<file path="config.mk">
export PLATFORM = sky130hd
export DESIGN_NAME = vme_master_sequencer
export DESIGN_NICKNAME = d
export VERILOG_FILES = /design/src/rtl/vme_master_sequencer_pkg.sv /design/src/rtl/vme_signal_sync.sv /design/src/rtl/vme_master_sequencer.sv
export SDC_FILE = /design/constraint.sdc
export NUM_CORES = 1
export LEC_CHECK = 0
export ABC_AREA = 1
export CAP_MARGIN = 20
export CORE_MARGIN = 2
export CORE_UTILIZATION = 42
export DETAILED_ROUTE_END_ITERATION = 16
export GPL_TIMING_DRIVEN = 0
export HOLD_SLACK_MARGIN = 0.03
export PLACE_DENSITY = 0.65
export SKIP_CTS_REPAIR_TIMING = 1
export SYNTH_ARGS = -nofsm -noshare
export SYNTH_HDL_FRONTEND = slang
export SYNTH_HIERARCHICAL = 1
export SYNTH_SLANG_ARGS = --single-unit
</file>
<file path="constraint.sdc">
create_clock -name clock -period 1.7 [get_ports clock]
set_input_delay 0.51 -clock clock [delete_from_list [all_inputs] [get_ports clock]]
set_output_delay 0.51 -clock clock [all_outputs]
set_load 0.03 [all_outputs]
</file>
<file path="src/rtl/vme_master_sequencer_pkg.sv">
// Shared definitions for the VME master sequencer: AM codes, strobe levels,
// DSACK encodings and the sequencer state enum.
package vme_defs;

    localparam logic ACTIVE   = 1'b0;
    localparam logic INACTIVE = 1'b1;

    localparam logic [5:0] AM_A16_SUP      = 6'h2D;
    localparam logic [5:0] AM_A16_USR      = 6'h29;
    localparam logic [5:0] AM_A24_SUP_DATA = 6'h3D;
    localparam logic [5:0] AM_A24_SUP_PROG = 6'h3E;
    localparam logic [5:0] AM_A24_USR_DATA = 6'h39;
    localparam logic [5:0] AM_A24_USR_PROG = 6'h3A;
    localparam logic [5:0] AM_A40          = 6'h34;
    localparam logic [5:0] AM_IDLE         = 6'h3F;

    localparam logic [1:0] DSACK_16   = 2'b01;
    localparam logic [1:0] DSACK_32   = 2'b00;
    localparam logic [1:0] DSACK_NONE = 2'b11;

    typedef enum logic [2:0] {
        IDLE, ADDR, STROBE, WAIT_ACK, ACK, ERROR, RECOVER
    } state_e;

    // AM code for the selected space; A16 wins over A24, A24 over A40.
    function automatic logic [5:0] am_code(input logic sel_a16, input logic sel_a24,
                                           input logic [2:0] fc);
        logic sup;
        logic prog;
        sup  = fc[2];
        prog = (fc[1:0] == 2'b10);
        if (sel_a16)
            return sup ? AM_A16_SUP : AM_A16_USR;
        else if (sel_a24)
            return sup ? (prog ? AM_A24_SUP_PROG : AM_A24_SUP_DATA)
                       : (prog ? AM_A24_USR_PROG : AM_A24_USR_DATA);
        else
            return AM_A40;
    endfunction

endpackage

</file>
<file path="src/rtl/vme_signal_sync.sv">
// Multi-stage synchroniser for an asynchronous active-low VME input.
// Resets to the inactive (high) level so no spurious ack is seen after reset.
module vme_signal_sync #(
    parameter int STAGES = 2
) (
    input  logic clock,
    input  logic reset,
    input  logic d,
    output logic q
);

    logic [STAGES-1:0] sync_q;
    logic [STAGES-1:0] sync_d;

    // Shift the raw input in at bit 0; the oldest sample drives q.
    always_comb begin
        sync_d = {sync_q[STAGES-2:0], d};
    end

    // Synchroniser flops, cleared to inactive.
    always_ff @(posedge clock or negedge reset) begin
        if (!reset) sync_q <= '1;
        else        sync_q <= sync_d;
    end

    assign q = sync_q[STAGES-1];

endmodule

</file>
<file path="src/rtl/vme_master_sequencer.sv">
// VME master data-transfer sequencer: turns a decoded 68030 cycle into a VME
// strobe sequence, returns DSACK sized to the port, and raises BERR on slave
// error or on a local timeout.
module vme_master_sequencer
    import vme_defs::*;
#(
    parameter int PORT_WIDTH  = 16,
    parameter int AS_SETUP    = 2,
    parameter int TIMEOUT     = 255,
    parameter int SYNC_STAGES = 2
) (
    input  logic       clock,
    input  logic       reset,
    input  logic       request_vme_a16,
    input  logic       request_vme_a24,
    input  logic       request_vme_a40,
    input  logic       bus_acquired,
    input  logic       cpu_as,
    input  logic       cpu_ds,
    input  logic       cpu_write,
    input  logic [1:0] cpu_siz,
    input  logic [1:0] cpu_address,
    input  logic [2:0] cpu_fc,
    output logic [1:0] cpu_dsack,
    output logic       cpu_berr,
    output logic       vme_as,
    output logic [1:0] vme_ds,
    output logic       vme_lword,
    output logic       vme_write,
    output logic [5:0] vme_address_mod,
    input  logic       vme_dtack,
    input  logic       vme_berr,
    output logic       busy,
    output logic       addr_oe,
    output logic       data_oe,
    output logic       data_dir
);

    localparam logic [2:0]  SETUP_LOAD = 3'(AS_SETUP);
    localparam logic [15:0] TMO_LOAD   = 16'(TIMEOUT);

    state_e      state_q, state_d;
    logic [5:0]  am_q, am_d;
    logic        write_q, write_d;
    logic        lword_q, lword_d;
    logic [1:0]  ds_q, ds_d;
    logic        dir_q, dir_d;
    logic [2:0]  setup_q, setup_d;
    logic [15:0] tmo_q, tmo_d;

    logic dtack_s;
    logic berr_s;
    logic req_any;
    logic lword_sel;
    logic [1:0] ds_sel;

    vme_signal_sync #(.STAGES(SYNC_STAGES)) u_sync_dtack (
        .clock (clock), .reset (reset), .d (vme_dtack), .q (dtack_s)
    );
    vme_signal_sync #(.STAGES(SYNC_STAGES)) u_sync_berr (
        .clock (clock), .reset (reset), .d (vme_berr), .q (berr_s)
    );

    assign req_any   = (request_vme_a16 == ACTIVE) || (request_vme_a24 == ACTIVE) ||
                       (request_vme_a40 == ACTIVE);
    // LWORD only for an aligned long transfer on a 32-bit port.
    assign lword_sel = (PORT_WIDTH == 32 && cpu_siz == 2'b00 && cpu_address == 2'b00)
                       ? ACTIVE : INACTIVE;
    // Byte cycles pick one strobe by A0 (DS1 = even, DS0 = odd); all else uses both.
    assign ds_sel    = (cpu_siz == 2'b01) ? (cpu_address[0] ? 2'b10 : 2'b01) : 2'b00;

    // Next-state logic; attributes of the cycle are latched on entry to the phase that needs them.
    always_comb begin
        state_d = state_q;
        am_d    = am_q;
        write_d = write_q;
        lword_d = lword_q;
        ds_d    = ds_q;
        dir_d   = dir_q;
        setup_d = setup_q;
        tmo_d   = tmo_q;
        case (state_q)
            IDLE: begin
                if (cpu_as == ACTIVE && req_any && bus_acquired == ACTIVE) begin
                    state_d = ADDR;
                    am_d    = am_code(request_vme_a16 == ACTIVE, request_vme_a24 == ACTIVE, cpu_fc);
                    write_d = cpu_write;
                    lword_d = lword_sel;
                    setup_d = SETUP_LOAD;
                end
            end
            ADDR: begin
                // Leave as the counter reaches zero so AS falls AS_SETUP cycles after entry.
                if (cpu_as == INACTIVE) state_d = RECOVER;
                else if (setup_q <= 3'd1) begin
                    state_d = STROBE;
                    setup_d = '0;
                end else setup_d = setup_q - 3'd1;
            end
            STROBE: begin
                if (cpu_as == INACTIVE) state_d = RECOVER;
                else if (cpu_ds == ACTIVE) begin
                    state_d = WAIT_ACK;
                    ds_d    = ds_sel;
                    dir_d   = !cpu_write;
                    tmo_d   = TMO_LOAD;
                end
            end
            WAIT_ACK: begin
                // Bus error beats dtack; timeout fires as the counter reaches zero.
                if (cpu_as == INACTIVE)    state_d = RECOVER;
                else if (berr_s == ACTIVE) state_d = ERROR;
                else if (dtack_s == ACTIVE) state_d = ACK;
                else if (tmo_q <= 16'd1)   state_d = ERROR;
                if (tmo_q != '0) tmo_d = tmo_q - 16'd1;
            end
            ACK, ERROR: begin
                if (cpu_as == INACTIVE) state_d = RECOVER;
            end
            RECOVER: begin
                if (dtack_s == INACTIVE && berr_s == INACTIVE) state_d = IDLE;
            end
            default: state_d = IDLE;
        endcase
    end

    // Output decode: everything inactive unless the current phase drives it.
    always_comb begin
        vme_as          = INACTIVE;
        vme_ds          = 2'b11;
        vme_lword       = INACTIVE;
        vme_write       = INACTIVE;
        vme_address_mod = AM_IDLE;
        addr_oe         = INACTIVE;
        data_oe         = INACTIVE;
        data_dir        = 1'b0;
        cpu_dsack       = DSACK_NONE;
        cpu_berr        = INACTIVE;
        busy            = (state_q != IDLE);
        if (state_q inside {ADDR, STROBE, WAIT_ACK, ACK, ERROR}) begin
            addr_oe         = ACTIVE;
            vme_address_mod = am_q;
            vme_write       = write_q;
            vme_lword       = lword_q;
        end
        if (state_q inside {STROBE, WAIT_ACK, ACK, ERROR}) vme_as = ACTIVE;
        if (state_q inside {WAIT_ACK, ACK, ERROR}) begin
            vme_ds   = ds_q;
            data_oe  = ACTIVE;
            data_dir = dir_q;
        end
        if (state_q == ACK)   cpu_dsack = (lword_q == ACTIVE) ? DSACK_32 : DSACK_16;
        if (state_q == ERROR) cpu_berr  = ACTIVE;
    end

    // State and latched cycle attributes.
    always_ff @(posedge clock or negedge reset) begin
        if (!reset) begin
            state_q <= IDLE;
            am_q    <= AM_IDLE;
            write_q <= INACTIVE;
            lword_q <= INACTIVE;
            ds_q    <= 2'b11;
            dir_q   <= 1'b0;
            setup_q <= '0;
            tmo_q   <= '0;
        end else begin
            state_q <= state_d;
            am_q    <= am_d;
            write_q <= write_d;
            lword_q <= lword_d;
            ds_q    <= ds_d;
            dir_q   <= dir_d;
            setup_q <= setup_d;
            tmo_q   <= tmo_d;
        end
    end

endmodule

</file>
==> impl_metrics.prom, run 1 <==
# TYPE chip_impl_metric gauge
chip_impl_metric{name="cts_sinks",unit=""} 35
chip_impl_metric{name="whs",unit="ns"} 0.292
chip_impl_metric{name="place_area",unit="mm²"} 0.00265
chip_impl_metric{name="final_setup_violating_endpoints",unit=""} 13
chip_impl_metric{name="post_synth.cell_area_avg",unit="µm²"} 7.15
chip_impl_metric{name="initial_core_util",unit=""} 0.429
chip_impl_metric{name="yosys.cell_types.count",unit=""} 28
chip_impl_metric{name="hpwlAfterDp",unit="mm"} 3.57
chip_impl_info{name="timing.critical_path.to_type",value="output pin"} 1
chip_impl_metric{name="grt_first_pass_wirelength",unit="mm"} 8.43
chip_impl_metric{name="slew_headroom",unit=""} 0.480
chip_impl_metric{name="areaGrowthSynthToFinish",unit="%"} 35.1
chip_impl_metric{name="design.portCount",unit=""} 36
chip_impl_metric{name="grt_start_max_net_pins",unit=""} 36
chip_impl_metric{name="grt_util_all_layers",unit=""} 0.193
chip_impl_metric{name="power_leakage",unit="nW"} 1.43
chip_impl_metric{name="placement_rows",unit=""} 26
chip_impl_info{name="setup.worst_path.start_class",value="flop"} 1
chip_impl_metric{name="finalCoreUtilization",unit=""} 0.580
chip_impl_metric{name="clk_transition_reported_paths",unit="ns"} 0.07
chip_impl_info{name="clock-root-buffer",value="sky130_fd_sc_hd__clkbuf_8"} 1
chip_impl_metric{name="layout_min_cycle_time",unit="ns"} 2.11
chip_impl_metric{name="final_hold_viol_count",unit=""} 0
chip_impl_metric{name="postSynthRegisterBits",unit=""} 35
chip_impl_metric{name="finalWorstSetupSlack",unit="ns"} -0.411
chip_impl_metric{name="core_area",unit="mm²"} 0.00501
chip_impl_metric{name="fin_crit_sh",unit=""} 1.24
chip_impl_metric{name="die_x",unit="µm"} 75.6
chip_impl_metric{name="drt.antenna.violating_nets",unit=""} 0
chip_impl_metric{name="clk_latency",unit="ns"} 0.29
chip_impl_info{name="leading_register_cell_type_out_of_synthesis",value="sky130_fd_sc_hd__dfrtp_1"} 1
chip_impl_metric{name="syn_area",unit="mm²"} 0.00215
chip_impl_metric{name="gp_congestion",unit=""} 0.838
chip_impl_metric{name="post-synth-top-area-fraction",unit=""} 0.268
chip_impl_info{name="hp-class",value="primary input to async pin"} 1
chip_impl_info{name="tritoncts",value="built"} 1
chip_impl_metric{name="proportion_of_layout_cells_with_a_drive_suffix_above_1",unit=""} 0.285
chip_impl_metric{name="synth_edf_count",unit=""} 0
chip_impl_metric{name="final-instance-count-excl-fill",unit=""} 425
chip_impl_metric{name="cts_max_path_buffers",unit=""} 2
chip_impl_info{name="netlist_top_cells_area",value="sky130_fd_sc_hd__dfrtp_1 (27%), sky130_fd_sc_hd__dfstp_2 (15%), sky130_fd_sc_hd__nand2_1 (14%), sky130_fd_sc_hd__inv_1 (8.0%), sky130_fd_sc_hd__nand3_1 (6.5%)"} 1
chip_impl_metric{name="max_slew.worst_pin.slew",unit="ns"} 0.780
chip_impl_metric{name="initialDrtViolationCount",unit=""} 92
chip_impl_metric{name="worst_clock_skew",unit="ns"} 0.00300
chip_impl_metric{name="fmaxAchievable",unit="MHz"} 474
chip_impl_metric{name="drt-vias-per-instance",unit=""} 4.79
chip_impl_info{name="worst-setup-path-type",value="flop to output pin"} 1
chip_impl_metric{name="post_place_cells",unit=""} 404
chip_impl_metric{name="routed-via-count",unit=""} 2035
chip_impl_metric{name="htree_levels",unit=""} 2
chip_impl_metric{name="global_route.overflow_total",unit=""} 0
chip_impl_metric{name="cp.required",unit="ns"} 1.19
chip_impl_metric{name="antennaDiodeCount",unit=""} 0
chip_impl_metric{name="setup.reg_to_reg.worst_slack",unit="ns"} 0.08
chip_impl_metric{name="design.final.nets",unit=""} 377
chip_impl_metric{name="post-route-drc-count",unit=""} 0
chip_impl_metric{name="synth_seq_area_share",unit=""} 0.414
chip_impl_metric{name="postRouteWirelength",unit="mm"} 4.90
chip_impl_metric{name="first_global_vias",unit=""} 1951
chip_impl_info{name="synth_top_cell_by_area",value="sky130_fd_sc_hd__dfrtp_1"} 1
chip_impl_metric{name="die_y",unit="µm"} 75.6
chip_impl_info{name="violations",value="negative setup slack"} 1
chip_impl_info{name="synth_commonest_cells",value="sky130_fd_sc_hd__nand2_1 (82), sky130_fd_sc_hd__inv_1 (46), sky130_fd_sc_hd__nor2_1 (33)"} 1
chip_impl_metric{name="pwrdens",unit="mW/mm²"} 1760
chip_impl_metric{name="crit_arrival",unit="ns"} 1.60
chip_impl_metric{name="fillers",unit=""} 504
chip_impl_metric{name="syn-instance-count",unit=""} 301
chip_impl_metric{name="final_max_slew_viol_count",unit=""} 0
chip_impl_metric{name="ir_worst_vdd",unit="µV"} 1340
chip_impl_metric{name="timing.max_cap.violations",unit=""} 0
chip_impl_metric{name="drt-pass1-iter-count",unit=""} 4
chip_impl_metric{name="post-route-cell-area",unit="mm²"} 0.00291
chip_impl_info{name="synthMostInstantiatedCell",value="sky130_fd_sc_hd__nand2_1"} 1
chip_impl_metric{name="antenna_found_initial",unit=""} 0
chip_impl_metric{name="wire_per_inst",unit="µm"} 11.5
chip_impl_info{name="rsz0062_at_grt",value="yes"} 1
chip_impl_metric{name="cts_inserted_buffers",unit=""} 5
chip_impl_metric{name="yosys_warnings",unit=""} 6
chip_impl_metric{name="die_area",unit="mm²"} 0.00571
chip_impl_metric{name="io_buffers",unit=""} 31
chip_impl_metric{name="synth-async-reset-ratio",unit=""} 1.00
chip_impl_metric{name="path_max_fanout",unit=""} 6
chip_impl_info{name="status",value="complete, but fails checks"} 1
## through the flow
stage	power, mW	worst slack (ns)	TNS, ns
floorplan	3.25	-0.335	-2.16
global placement	4.06	-0.829	-35.87
detailed placement	4.07	-0.736	-15.18
CTS	4.73	-1.07	-13.65
global route	5.51	-0.499	-5.31
finish	5.12	-0.411	-4.24
## cell families (layout without fill, tap and decap cells)
| family | Yosys count | in the layout | synth area share |
|---|---|---|---|
| AND/OR/NAND/NOR | 163 | 163 | 0.333 |
| buffers and inverters | 54 | 106 | 0.104 |
| AO/OA/AOI/OAI | 39 | 39 | 0.102 |
| flip-flops | 35 | 35 | 0.414 |
| adder cells (fa/ha/maj) | 5 | 5 | 0.0291 |
| XOR/XNOR | 4 | 4 | 0.0163 |
| other | 1 | 3 | 0.00174 |
## flip-flops by register name, summed over array words and instances, names as in the netlist
signal	cells
state_q	3
am_q	5
ds_q	2
setup_q	3
dir_q	1
write_q	1
tmo_q	16
u_sync_dtack/sync_q	2
u_sync_berr/sync_q	2
## layout by cell type, fill, tap and decap left out, drive strengths merged, types with 3 or more instances in the layout
| master | n |
|---|---|
| conb | 3 |
| nand4 | 7 |
| nor2 | 41 |
| nand3 | 28 |
| dfstp | 12 |
| o21ai | 27 |
| clkbuf | 8 |
| dfrtp | 23 |
| buf | 33 |
| clkdlybuf4s50 | 14 |
| a21oi | 6 |
| ha | 5 |
| inv | 48 |
| nand2 | 85 |
| xor2 | 4 |
## layer usage
layer  vias to the layer above  track usage  wire [µm]
met2                        53        0.333       2430
met4                         0       0.0721        100
li1                       1050            -          -
met3                        13       0.0410        211
met5                         -            0          0
met1                       919        0.238       2160
## area by class of cell
type / instances / area (µm²) / share of cell area
sequential: 35 / 896 / 0.308
buffer: 5 / 38.8 / 0.0133
clock inverter: 1 / 5.00 / 0.00172
multi-input combinational: 214 / 1190 / 0.409
timing repair buffer: 44 / 412 / 0.142
tap: 70 / 87.6 / 0.0301
inverter: 49 / 191 / 0.0659
clock buffer: 7 / 86.3 / 0.0297
## final timing paths
check / start / cells after the start / endpoint
max: state_q[2] / 9 / vme_address_mod[1]
min: reset / 1 / tmo_q[2]
max reg2reg: state_q[2] / 9 / state_q[2]
min reg2reg: u_sync_dtack/sync_q[0] / 0 / u_sync_dtack/sync_q[1]
max in group asynchronous: reset / 1 / state_q[2]
min in group clock: u_sync_dtack/sync_q[0] / 0 / u_sync_dtack/sync_q[1]
## power by group
part / switching (mW) / leakage, nW / internal, mW / total [mW]
combinational: 1.88 / 0.979 / 1.22 / 3.09
clock: 0.310 / 0.0482 / 0.327 / 0.637
sequential: 0.230 / 0.407 / 1.16 / 1.39
total: 2.41 / 1.43 / 2.71 / 5.12
## worst max-delay path, stage by stage (launching register included)
cell and delay, ns:
sky130_fd_sc_hd__dfrtp_2 0.44, sky130_fd_sc_hd__inv_2 0.08, sky130_fd_sc_hd__nand2_4 0.08, sky130_fd_sc_hd__nor2_4 0.06, sky130_fd_sc_hd__nor2_4 0.14, sky130_fd_sc_hd__inv_4 0.06, sky130_fd_sc_hd__nor2_4 0.11, sky130_fd_sc_hd__clkinv_4 0.13
sky130_fd_sc_hd__nand2_4 0.08, sky130_fd_sc_hd__buf_6 0.12
Note: power is estimated with default switching activity, not from simulation.
==> run 2: changes to the inputs <==
--- a/config.mk
+++ b/config.mk
@@ -10,7 +10,6 @@
 export CORE_MARGIN = 2
 export CORE_UTILIZATION = 42
 export DETAILED_ROUTE_END_ITERATION = 16
-export GPL_TIMING_DRIVEN = 0
 export HOLD_SLACK_MARGIN = 0.03
 export PLACE_DENSITY = 0.65
 export SKIP_CTS_REPAIR_TIMING = 1
==> run 2 against run 1 <==
Compared with the run above: the run still ends with negative setup slack left; global-route usage fell by 0.89 points; non-clock buffer count rose by 21; setup slack gained 0.049 ns; critical path depth stayed put; sequential share of layout area fell by 2.1 points; sequential power hardly changed; register-to-register slack got worse by 0.02 ns; hold slack improved by 0.063 ns; cell count increased by 4.9%; die area stayed put; design area grew 7.4%; clock power rose by 16%; largest cell class unchanged; largest power group unchanged.
==> impl_metrics.prom, run 2 (same netlist as run 1, synthesis figures left out) <==
# TYPE chip_impl_metric gauge
chip_impl_info{name="largestRegisters",value="tmo_q: 16 flops, am_q: 5 flops"} 1
chip_impl_info{name="regMostFlops",value="tmo_q"} 1
chip_impl_metric{name="design.portCount",unit=""} 36
chip_impl_metric{name="final_setup_violating_endpoints",unit=""} 14
chip_impl_metric{name="postRouteWirelength",unit="mm"} 5.12
chip_impl_metric{name="drt-vias-per-instance",unit=""} 4.78
chip_impl_metric{name="areaGrowthSynthToFinish",unit="%"} 45.2
chip_impl_info{name="status",value="complete, but fails checks"} 1
chip_impl_metric{name="setup_total_negative_slack",unit="ns"} -4.26
chip_impl_metric{name="grt_first_pass_wirelength",unit="mm"} 8.07
chip_impl_metric{name="pwrdens",unit="mW/mm²"} 1740
chip_impl_metric{name="crit_arrival",unit="ns"} 1.55
chip_impl_metric{name="power_leakage",unit="nW"} 1.54
chip_impl_info{name="clock-root-buffer",value="sky130_fd_sc_hd__clkbuf_8"} 1
chip_impl_metric{name="finalCoreUtilization",unit=""} 0.623
chip_impl_metric{name="gp_congestion",unit=""} 0.880
chip_impl_metric{name="placement_rows",unit=""} 26
chip_impl_metric{name="clk_latency",unit="ns"} 0.29
chip_impl_metric{name="antennaDiodeCount",unit=""} 0
chip_impl_metric{name="die_area",unit="mm²"} 0.00571
chip_impl_info{name="final_cell_mix",value="sky130_fd_sc_hd__nand2_1 (70), sky130_fd_sc_hd__inv_1 (39), sky130_fd_sc_hd__buf_4 (37), sky130_fd_sc_hd__nand3_1 (27), sky130_fd_sc_hd__nor2_1 (26)"} 1
chip_impl_metric{name="post-route-drc-count",unit=""} 0
chip_impl_metric{name="die_x",unit="µm"} 75.6
chip_impl_info{name="hp-class",value="flop to flop"} 1
chip_impl_metric{name="grt_util_all_layers",unit=""} 0.185
chip_impl_metric{name="grt_start_max_net_pins",unit=""} 36
chip_impl_metric{name="switching_power",unit="mW"} 2.43
chip_impl_info{name="violations",value="negative setup slack"} 1
chip_impl_metric{name="fmaxAchievable",unit="MHz"} 485
chip_impl_metric{name="cts_inserted_buffers",unit=""} 5
chip_impl_info{name="timing.critical_path.to_type",value="output pin"} 1
chip_impl_metric{name="whs",unit="ns"} 0.356
chip_impl_metric{name="power.combinational.fraction",unit=""} 0.612
chip_impl_info{name="rsz0062_at_grt",value="yes"} 1
chip_impl_metric{name="wire_per_inst",unit="µm"} 11.5
chip_impl_metric{name="proportion_of_layout_cells_with_a_drive_suffix_above_1",unit=""} 0.319
chip_impl_metric{name="clk_transition_reported_paths",unit="ns"} 0.06
chip_impl_metric{name="cp.required",unit="ns"} 1.19
chip_impl_metric{name="place_area",unit="mm²"} 0.00280
chip_impl_info{name="worst-setup-path-type",value="flop to output pin"} 1
chip_impl_metric{name="place_worst_setup_slack",unit="ns"} -0.173
chip_impl_metric{name="htree_levels",unit=""} 2
chip_impl_metric{name="antenna_found_initial",unit=""} 0
chip_impl_metric{name="worst_clock_skew",unit="ns"} 0.0158
chip_impl_metric{name="path_max_fanout",unit=""} 6
chip_impl_metric{name="final_max_slew_viol_count",unit=""} 0
chip_impl_metric{name="timing.max_cap.violations",unit=""} 0
chip_impl_metric{name="drt.antenna.violating_nets",unit=""} 0
chip_impl_metric{name="finalWorstSetupSlack",unit="ns"} -0.362
chip_impl_metric{name="core_area",unit="mm²"} 0.00501
chip_impl_metric{name="sequentialPowerShare",unit=""} 0.252
chip_impl_metric{name="sw_ratio",unit=""} 0.447
chip_impl_metric{name="initial_core_util",unit=""} 0.429
chip_impl_metric{name="first_global_vias",unit=""} 1833
chip_impl_metric{name="final-instance-count-excl-fill",unit=""} 446
chip_impl_metric{name="routed-via-count",unit=""} 2130
chip_impl_info{name="final_common_cell",value="sky130_fd_sc_hd__nand2_1"} 1
chip_impl_metric{name="post_place_cells",unit=""} 425
chip_impl_metric{name="io_buffers",unit=""} 31
chip_impl_metric{name="drt-pass1-iter-count",unit=""} 4
chip_impl_metric{name="global_route.overflow_total",unit=""} 0
chip_impl_metric{name="internal_power",unit="mW"} 3.01
chip_impl_metric{name="final_hold_viol_count",unit=""} 0
chip_impl_info{name="setup.worst_path.start_class",value="flop"} 1
chip_impl_metric{name="power.total",unit="mW"} 5.45
chip_impl_metric{name="ir_worst_vdd",unit="µV"} 1180
chip_impl_info{name="tritoncts",value="built"} 1
chip_impl_metric{name="cts_sinks",unit=""} 35
chip_impl_metric{name="initialDrtViolationCount",unit=""} 142
chip_impl_metric{name="post-route-cell-area",unit="mm²"} 0.00312
chip_impl_metric{name="cts_max_path_buffers",unit=""} 2
chip_impl_metric{name="die_y",unit="µm"} 75.6
chip_impl_metric{name="hpwlAfterDp",unit="mm"} 3.67
chip_impl_metric{name="fillers",unit=""} 481
chip_impl_metric{name="largest_register_ff_count",unit=""} 16
chip_impl_metric{name="power.clock.fraction",unit=""} 0.136
chip_impl_metric{name="design.final.nets",unit=""} 398
chip_impl_metric{name="fin_crit_sh",unit=""} 1.21
chip_impl_metric{name="layout_min_cycle_time",unit="ns"} 2.06
## run 2: layout make-up
cell class,instances,area (µm²),share of cell area
Clock inverter,1,30.0,0.00962
Sequential cell,35,896,0.287
Clock buffer,7,76.3,0.0244
Timing Repair Buffer,70,661,0.212
Inverter,49,189,0.0605
Tap cell,70,87.6,0.0280
Multi-Input combinational cell,214,1180,0.379
## run 2: worst paths after layout
| kind | from | to | slack (ns) | cells after the start |
|---|---|---|---|---|
| min | u_sync_berr/sync_q[0] | u_sync_berr/sync_q[1] | 0.36 | 0 |
| min in group asynchronous | reset | tmo_q[11] | 0.57 | 2 |
| max | state_q[2] | vme_address_mod[4] | -0.36 | 9 |
| max in group asynchronous | reset | u_sync_berr/sync_q[1] | 0.85 | 2 |
| max reg2reg | state_q[2] | state_q[0] | 0.06 | 11 |
| min reg2reg | u_sync_berr/sync_q[0] | u_sync_berr/sync_q[1] | 0.36 | 0 |
## run 2: worst max-delay path: stages, from the launching register on
cell,delay (ns)
sky130_fd_sc_hd__dfrtp_2,0.46
sky130_fd_sc_hd__inv_2,0.11
sky130_fd_sc_hd__nand2_4,0.07
sky130_fd_sc_hd__nor2_4,0.15
sky130_fd_sc_hd__nor2_4,0.05
sky130_fd_sc_hd__inv_2,0.07
sky130_fd_sc_hd__nor2_4,0.05
sky130_fd_sc_hd__inv_6,0.11
sky130_fd_sc_hd__nand2_4,0.05
sky130_fd_sc_hd__buf_4,0.16
## run 2: power groups by stage
stage | Sequential, mW | Combinational (mW) | Clock [mW]
finish | 1.37 | 3.33 | 0.741
global route | 1.41 | 3.62 | 0.806
CTS | 1.35 | 2.90 | 0.764
detailed placement | 1.37 | 2.87 | 0
global placement | 1.36 | 2.85 | 0
floorplan | 1.33 | 1.92 | 0
## run 2: metal layers
metal | wire [µm] | track usage | vias up
li1 | - | - | 1094
met1 | 2260 | 0.228 | 994
met2 | 2610 | 0.321 | 33
met3 | 176 | 0.0423 | 9
met4 | 71 | 0.0565 | 0
met5 | 0 | 0 | -
==> run 3: changes to the inputs <==
--- a/config.mk
+++ b/config.mk
@@ -8,10 +8,11 @@
 export ABC_AREA = 1
 export CAP_MARGIN = 20
 export CORE_MARGIN = 2
-export CORE_UTILIZATION = 42
+export CORE_UTILIZATION = 43
 export DETAILED_ROUTE_END_ITERATION = 16
+export GPL_TIMING_DRIVEN = 0
 export HOLD_SLACK_MARGIN = 0.03
-export PLACE_DENSITY = 0.65
+export PLACE_DENSITY = 0.67
 export SKIP_CTS_REPAIR_TIMING = 1
 export SYNTH_ARGS = -nofsm -noshare
 export SYNTH_HDL_FRONTEND = slang
==> run 3 against run 2 <==
Compared with the run above: critical path type unchanged; sequential power is essentially flat; via count shrank 4.8%; clock-buffer cell count is the same; design area shrank 9.3%; register-to-register slack gained 0.05 ns; the run still ends with negative setup slack left; sequential share of layout area grew 2.9 points; clock power shrank 18%; die area shrank 2.2%; wire length shrank 3.9%; non-clock buffer count shrank 23; cell count shrank 5.8%.
==> impl_metrics.prom, run 3 (same netlist as run 1, synthesis figures left out) <==
# TYPE chip_impl_metric gauge
chip_impl_metric{name="routed-via-count",unit=""} 2027
chip_impl_metric{name="worst_clock_skew",unit="ns"} 0.0141
chip_impl_metric{name="design.final.nets",unit=""} 375
chip_impl_info{name="status",value="complete, but fails checks"} 1
chip_impl_metric{name="post-route-cell-area",unit="mm²"} 0.00283
chip_impl_metric{name="htree_levels",unit=""} 2
chip_impl_info{name="violations",value="negative setup slack"} 1
chip_impl_info{name="clock-root-buffer",value="sky130_fd_sc_hd__clkbuf_8"} 1
chip_impl_info{name="timing.critical_path.cells",value="inv_2 > nand3_4 > nand2_4 > nor2_4 > inv_4 > nor2_4 > dlymetal6s2s_1"} 1
chip_impl_metric{name="drt.antenna.violating_nets",unit=""} 0
chip_impl_info{name="rsz0062_at_grt",value="yes"} 1
chip_impl_metric{name="timing.critical_path.slowest_cell_delay",unit="ns"} 0.45
chip_impl_info{name="hp-class",value="primary input to async pin"} 1
chip_impl_info{name="critical_path.slowest_cell",value="sky130_fd_sc_hd__dfrtp_2"} 1
chip_impl_info{name="regMostFlops",value="tmo_q"} 1
chip_impl_metric{name="final_max_slew_viol_count",unit=""} 0
chip_impl_metric{name="die_x",unit="µm"} 74.7
chip_impl_info{name="largestRegisters",value="tmo_q: 16 flops, am_q: 5 flops"} 1
chip_impl_metric{name="initial_core_util",unit=""} 0.449
chip_impl_metric{name="finalWorstSetupSlack",unit="ns"} -0.408
chip_impl_metric{name="die_y",unit="µm"} 74.7
chip_impl_metric{name="final-instance-count-excl-fill",unit=""} 420
chip_impl_info{name="cpMostUsedCell",value="sky130_fd_sc_hd__nor2_4"} 1
chip_impl_metric{name="postRouteWirelength",unit="mm"} 4.92
chip_impl_metric{name="power_leakage",unit="nW"} 1.41
chip_impl_info{name="setup.worst_path.start_class",value="flop"} 1
chip_impl_metric{name="pwrdens",unit="mW/mm²"} 1720
chip_impl_metric{name="first_global_vias",unit=""} 1860
chip_impl_metric{name="die_area",unit="mm²"} 0.00558
chip_impl_metric{name="hpwlAfterDp",unit="mm"} 3.57
chip_impl_metric{name="finalCoreUtilization",unit=""} 0.592
chip_impl_info{name="final_cell_mix",value="sky130_fd_sc_hd__nand2_1 (67), sky130_fd_sc_hd__inv_1 (40), sky130_fd_sc_hd__nand3_1 (27), sky130_fd_sc_hd__nor2_1 (27)"} 1
chip_impl_metric{name="cp.required",unit="ns"} 1.19
chip_impl_metric{name="global_route.overflow_total",unit=""} 0
chip_impl_metric{name="drt-vias-per-instance",unit=""} 4.83
chip_impl_metric{name="wire_per_inst",unit="µm"} 11.7
chip_impl_info{name="worst-setup-path-type",value="flop to output pin"} 1
chip_impl_metric{name="place_area",unit="mm²"} 0.00264
chip_impl_metric{name="slew_headroom",unit=""} 0.487
chip_impl_metric{name="drt-pass1-iter-count",unit=""} 4
chip_impl_metric{name="areaGrowthSynthToFinish",unit="%"} 31.7
chip_impl_metric{name="clk_transition_reported_paths",unit="ns"} 0.08
chip_impl_metric{name="post-route-drc-count",unit=""} 0
chip_impl_metric{name="largest_register_ff_count",unit=""} 16
chip_impl_metric{name="gp_congestion",unit=""} 0.878
chip_impl_metric{name="layout.area.seq",unit="µm²"} 896
chip_impl_metric{name="io_buffers",unit=""} 31
chip_impl_info{name="tritoncts",value="built"} 1
chip_impl_metric{name="fillers",unit=""} 465
chip_impl_metric{name="crit_arrival",unit="ns"} 1.60
chip_impl_info{name="final_common_cell",value="sky130_fd_sc_hd__nand2_1"} 1
chip_impl_metric{name="core_area",unit="mm²"} 0.00479
chip_impl_metric{name="antenna_found_initial",unit=""} 0
chip_impl_info{name="timing.critical_path.to_type",value="output pin"} 1
chip_impl_metric{name="proportion_of_layout_cells_with_a_drive_suffix_above_1",unit=""} 0.275
chip_impl_metric{name="initialDrtViolationCount",unit=""} 115
chip_impl_metric{name="clk_latency",unit="ns"} 0.30
chip_impl_metric{name="fmaxAchievable",unit="MHz"} 474
chip_impl_metric{name="path_max_fanout",unit=""} 4
chip_impl_metric{name="cts_max_path_buffers",unit=""} 2
chip_impl_metric{name="multi_input_area",unit="mm²"} 0.00117
chip_impl_metric{name="max_slew.worst_pin.slew",unit="ns"} 0.770
chip_impl_metric{name="cts_inserted_buffers",unit=""} 5
chip_impl_metric{name="grt_start_max_net_pins",unit=""} 36
chip_impl_metric{name="layout_min_cycle_time",unit="ns"} 2.11
chip_impl_metric{name="final_hold_viol_count",unit=""} 0
chip_impl_metric{name="design.portCount",unit=""} 36
chip_impl_metric{name="post_place_cells",unit=""} 401
chip_impl_metric{name="grt_first_pass_wirelength",unit="mm"} 7.95
chip_impl_metric{name="ir_worst_vdd",unit="µV"} 1200
chip_impl_metric{name="timing.max_cap.violations",unit=""} 0
chip_impl_metric{name="cts_sinks",unit=""} 35
chip_impl_metric{name="antennaDiodeCount",unit=""} 0
chip_impl_metric{name="grt_util_all_layers",unit=""} 0.187
chip_impl_metric{name="placement_rows",unit=""} 25
chip_impl_metric{name="final_setup_violating_endpoints",unit=""} 13
chip_impl_metric{name="fin_crit_sh",unit=""} 1.24
## run 3: layout make-up
cell class	instances	area share
multi-input cells	214	0.413
clock inverters	1	0.00177
flip-flops and latches	35	0.316
well taps	67	0.0296
plain buffers	5	0.0137
inverters	49	0.0676
clock buffers	7	0.0269
repair buffers	42	0.131
## run 3: critical path, delay by kind of cell (launching register included)
family,cells,cell delay [ns]
buffers and inverters,3,0.44
DFF,1,0.45
and+or+nand+nor,4,0.41
## run 3: path summary, 6_finish.rpt
kind	startpoint	to	slack [ns]	cells after the start
worst max-delay path	state_q[1]	addr_oe	-0.41	7
worst min-delay path	reset	tmo_q[11]	0.28	1
worst max register to register	tmo_q[13]	tmo_q[11]	0.11	8
worst min register to register	u_sync_dtack/sync_q[0]	u_sync_dtack/sync_q[1]	0.36	0
max in group asynchronous	reset	state_q[0]	0.87	1
min in group clock	u_sync_dtack/sync_q[0]	u_sync_dtack/sync_q[1]	0.36	0
## run 3: power breakdown
| group | internal [mW] | switching (mW) | leakage [nW] |
|---|---|---|---|
| clock network | 0.288 | 0.316 | 0.0422 |
| registers | 1.16 | 0.223 | 0.408 |
| logic | 1.07 | 1.83 | 0.956 |
## run 3: stage by stage
stage | hold slack (ns) | setup WS, ns | total power [mW] | TNS [ns]
2_1_floorplan | 0.214 | -0.335 | 3.25 | -2.16
3_3_place_gp | 0.346 | -0.785 | 4.07 | -34.55
3_5_place_dp | 0.347 | -0.733 | 4.09 | -15.17
4_1_cts | 0.321 | -1.07 | 4.70 | -13.43
5_1_grt | 0.354 | -0.485 | 5.24 | -5.02
6_report | 0.281 | -0.408 | 4.89 | -3.97
## run 3: per-layer routing
metal | vias up | routed length (µm) | track usage
met3 | 7 | 186 | 0.0428
met1 | 929 | 2190 | 0.221
li1 | 1045 | - | -
met4 | 0 | 62 | 0.0714
met2 | 46 | 2480 | 0.330
met5 | - | 0 | 0
